$ cat src/rtl/block_mean_accum.sv
`default_nettype none
// =============================================================================
// Module   : block_mean_accum
// Brief    : Accumulates 8-bit samples per block and emits the block mean using
//            an external combinational divider (truncating or round-half-up).
// Revision : 1.0
// =============================================================================
module block_mean_accum #(
  parameter int SIZE  = 16,
  parameter int ROUND = 0
) (
  input  logic            clk,
  input  logic            rst_n,
  input  logic            s_valid,
  input  logic [7:0]      s_data,
  input  logic            s_last,
  output logic            s_ready,
  output logic [SIZE-1:0] div_a,
  output logic [SIZE-1:0] div_b,
  input  logic [SIZE-1:0] div_q,
  input  logic [SIZE-1:0] div_r,
  output logic            m_valid,
  input  logic            m_ready,
  output logic [7:0]      m_mean,
  output logic [SIZE-1:0] m_rem,
  output logic [7:0]      m_count
);

  localparam logic [1:0] S_ACCUM  = 2'd0;
  localparam logic [1:0] S_DIVIDE = 2'd1;
  localparam logic [1:0] S_OUTPUT = 2'd2;

  logic [1:0]      r_state;
  logic [SIZE-1:0] r_sum;
  logic [7:0]      r_cnt;
  logic [7:0]      r_mean;
  logic [SIZE-1:0] r_rem;
  logic [7:0]      r_count;

  logic            w_accept;
  logic            w_block_end;
  logic [SIZE-1:0] w_cnt_ext;
  logic [SIZE-1:0] w_data_ext;
  logic            w_unused_q;

  assign s_ready     = (r_state == S_ACCUM);
  assign w_accept    = s_valid & s_ready;
  // A block is force-closed on its 255th sample so the sum stays within 16 bits.
  assign w_block_end = s_last | (r_cnt == 8'd254);
  assign w_cnt_ext   = {{(SIZE-8){1'b0}}, r_cnt};
  assign w_data_ext  = {{(SIZE-8){1'b0}}, s_data};
  assign w_unused_q  = ^div_q[SIZE-1:8];

  assign div_b   = w_cnt_ext;
  assign m_valid = (r_state == S_OUTPUT);
  assign m_mean  = r_mean;
  assign m_rem   = r_rem;
  assign m_count = r_count;

  generate
    if (ROUND != 0) begin : g_round
      assign div_a = r_sum + (w_cnt_ext >> 1);
    end else begin : g_trunc
      assign div_a = r_sum;
    end
  endgenerate

  always_ff @(posedge clk or negedge rst_n) begin
    if (!rst_n) begin
      r_state <= S_ACCUM;
      r_sum   <= '0;
      r_cnt   <= '0;
      r_mean  <= '0;
      r_rem   <= '0;
      r_count <= '0;
    end else begin
      case (r_state)
        S_ACCUM: begin
          if (w_accept) begin
            r_sum <= r_sum + w_data_ext;
            r_cnt <= r_cnt + 8'd1;
            if (w_block_end) begin
              r_state <= S_DIVIDE;
            end
          end
        end
        S_DIVIDE: begin
          r_mean  <= div_q[7:0];
          r_rem   <= div_r;
          r_count <= r_cnt;
          r_state <= S_OUTPUT;
        end
        S_OUTPUT: begin
          if (m_ready) begin
            r_sum   <= '0;
            r_cnt   <= '0;
            r_state <= S_ACCUM;
          end
        end
        default: begin
          r_state <= S_ACCUM;
        end
      endcase
    end
  end

endmodule
`default_nettype wire

$ cat config.mk
export PLATFORM = sky130hd
export DESIGN_NAME = block_mean_accum
export DESIGN_NICKNAME = d
export VERILOG_FILES = /design/src/rtl/block_mean_accum.sv
export SDC_FILE = /design/constraint.sdc
export NUM_CORES = 1
export LEC_CHECK = 0
export BUFFER_PORTS_ARGS = -buffer_cell sky130_fd_sc_hd__buf_4
export CAP_MARGIN = 10
export CORE_UTILIZATION = 52
export DETAILED_ROUTE_END_ITERATION = 16
export HOLD_SLACK_MARGIN = 0.15
export PLACE_DENSITY = 0.89
export SETUP_SLACK_MARGIN = 0.02
export SLEW_MARGIN = 20
export SYNTH_ARGS = -nofsm -noshare
export SYNTH_HDL_FRONTEND = slang
export SYNTH_SLANG_ARGS = --single-unit
export TNS_END_PERCENT = 30
$ cat constraint.sdc
create_clock -name clk -period 4.8 [get_ports clk]
set_clock_uncertainty 0.05 [all_clocks]
set_input_delay 0.72 -clock clk [delete_from_list [all_inputs] [get_ports clk]]
set_output_delay 0.72 -clock clk [all_outputs]
set_load 0.03 [all_outputs]
==> impl_metrics.tcl <==
set metrics [dict create \
    status "complete, no violations" \
    crit_chain "buf_4, ha_1, inv_1, fa_1, nand2b_1, a21oi_1, o211ai_1, or3_1, a21oi_1" \
    max_freq_mhz 412 \
    p_per_area_mw_per_mm2 601 \
    worst_skew_pair.late_latency_ns 0.33 \
    synth_cell_types 43 \
    synth-async-reset-ratio 1.00 \
    syn_to_final_growth_pct 33.8 \
    die_h_um 75.5 \
    crit_required_ns 5.00 \
    cp.arrival_ns 2.63 \
    ctsHoldBuffers 0 \
    clock-sinks 58 \
    cts_tree "built" \
    ys_seq_area_frac 0.517 \
    worst-r2r-setup-slack_ns 2.43 \
    drive_above_1_share 0.430 \
    cp_max_fo 4 \
    min_path_type "primary input to asynchronous set/reset pin" \
    final_area_mm2 0.00375 \
    cpMostUsedCell "a21oi_1" \
    antenna_found_initial 0 \
    fin_tns_setup_ns 0 \
    gp_congestion 0.823 \
    htreeDepth 3 \
    dpl.hpwl_um 4340 \
    regArea_mm2 0.00145 \
    place_ws_ns 2.01 \
    finalSetupViolations 0 \
    dp.cells 396 \
    cts_resized 0 \
    path_clk_slew_ns 0.06 \
    period_needed_ns 2.43 \
    cts_root_buf "clkbuf_8" \
    final_antenna_net_count 0 \
    place.port_buffers 94 \
    slew_viol_final 0 \
    synth_area_leaders "dfrtp_1 52%, mux2_2 12%, ha_1 4.5%" \
    cpMaxStageDelayCell "fa_1" \
    drt_iter0_drc 75 \
    initial_core_util 0.546 \
    num_rows 26 \
    overflow 0 \
    syn_inst 240 \
    viasPerCell 5.34 \
    die_area_mm2 0.00569 \
    final_nets 393 \
    cp-end-kind "register" \
    wirelength_um 6060 \
    antenna_cells 0 \
    worst_slew_pin_slew_ns 1.02 \
    final_cell_mix "95 x buf_4, 58 x dfrtp_1, 31 x mux2_2, 15 x o21ai_0" \
    slowest_delay_ns 0.39 \
    io_pins 111 \
    placed_area_mm2 0.00354 \
    vias 2201 \
    synth-edff-count 0 \
    multiInputGateArea_mm2 0.00125 \
    layout_commonest_cell "buf_4" \
    core_area_mm2 0.00514 \
    p_leak_nw 1.86 \
    grt_max_degree 59 \
    grt_pass1_wl_um 9600 \
    ys.flop_type "dfrtp_1" \
    vdd_drop_max_v 0.000360 \
    grt_pass1_vias 2194 \
    synth_top_area_share 0.517 \
    finalPower_mw 2.26 \
    timing.final.hold_violations 0 \
    grt_usage 0.233 \
    ys_seq_elements 58 \
    routedWlPerCell_um 14.7 \
    cts_buffer_depth 2 \
    cts_buffers 9 \
    path_delay_family "compound AO/OA/AOI/OAI gates" \
    fillers 381 \
    layout_setup_ws_ns 2.37 \
    max-slew-margin-rel 0.314 \
    dr.pass1.iters 5 \
    cp-start-kind "primary input" \
    synth_top_cell_by_area "dfrtp_1" \
    die_x_um 75.5 \
    max_cap_viol_count 0 \
    syn_area_mm2 0.00281 \
    post-cts-setup-buffer-count 0 \
    fin_crit_sh 0.506 \
    fin_cells 412 \
    crit_buf_inv 2 \
    rsz0062_at_grt "false" \
    ys.warnings.count 0 \
    syn_avg_cell_area_um2 11.7 \
    path_class "primary input to register" \
    drc 0 \
]
## power breakdown
group          leakage [nW]  total (mW)  switching (mW)  internal [mW]
Combinational          1.02        1.01           0.601          0.408
Clock                 0.109       0.496           0.191          0.305
Sequential            0.730       0.750           0.115          0.635
## layer usage
metal	part of all wire	routed length [um]	GRT usage
met1	0.40	2420	0.254
met2	0.50	3020	0.394
met3	0.084	511	0.102
met4	0.020	119	0.103
met5	0	0	0
## sequential cells by signal, summed over array words and instances (netlist names)
| signal | count |
|---|---|
| div_a | 16 |
| m_count | 8 |
| m_mean | 8 |
| m_rem | 16 |
| r_cnt | 8 |
| r_state | 2 |
## cell usage after synthesis (4+ instances only)
master and count:
ha_1 10, a21oi_1 12, inv_1 8, dfrtp_1 58, xor2_1 10, nor2_1 12, nand3_1 4, o21ai_0 15
or3_1 5, nand4_1 5, nand2_1 11, buf_4 8, clkbuf_1 7, mux2_2 31
## final cells by class
cell class | instances | area share
clock inverter | 5 | 0.0207
multi-input combinational | 165 | 0.334
tap | 70 | 0.0233
sequential | 58 | 0.387
timing repair buffer | 95 | 0.190
clock buffer | 11 | 0.0377
inverter | 8 | 0.00800
## through the flow
step,hold WS [ns],utilization
floorplan,0.374,-
global placement,0.418,0.688
detailed placement,0.432,0.688
CTS,0.413,0.731
global route,0.462,0.731
finish,0.390,0.731
## kinds of logic after synthesis
family	share of synthesized area
XOR/XNOR	0.0406
multiplexers	0.124
other	0.00134
adder cells (fa/ha/maj)	0.0517
AO/OA/AOI/OAI	0.119
flip-flops	0.517
AND/OR/NAND/NOR	0.100
buffers and inverters	0.0455
## final timing paths
check | start | to | depth (start not counted)
max | s_data[0] | div_a[14] | 9
max reg2reg | div_a[0] | div_a[14] | 8
min | rst_n | div_a[4] | 1
min reg2reg | m_count[0] | m_count[0] | 2
max in group asynchronous | rst_n | m_count[6] | 1
min in group clk | m_count[0] | m_count[0] | 2
(Power assumes the default switching activity.)
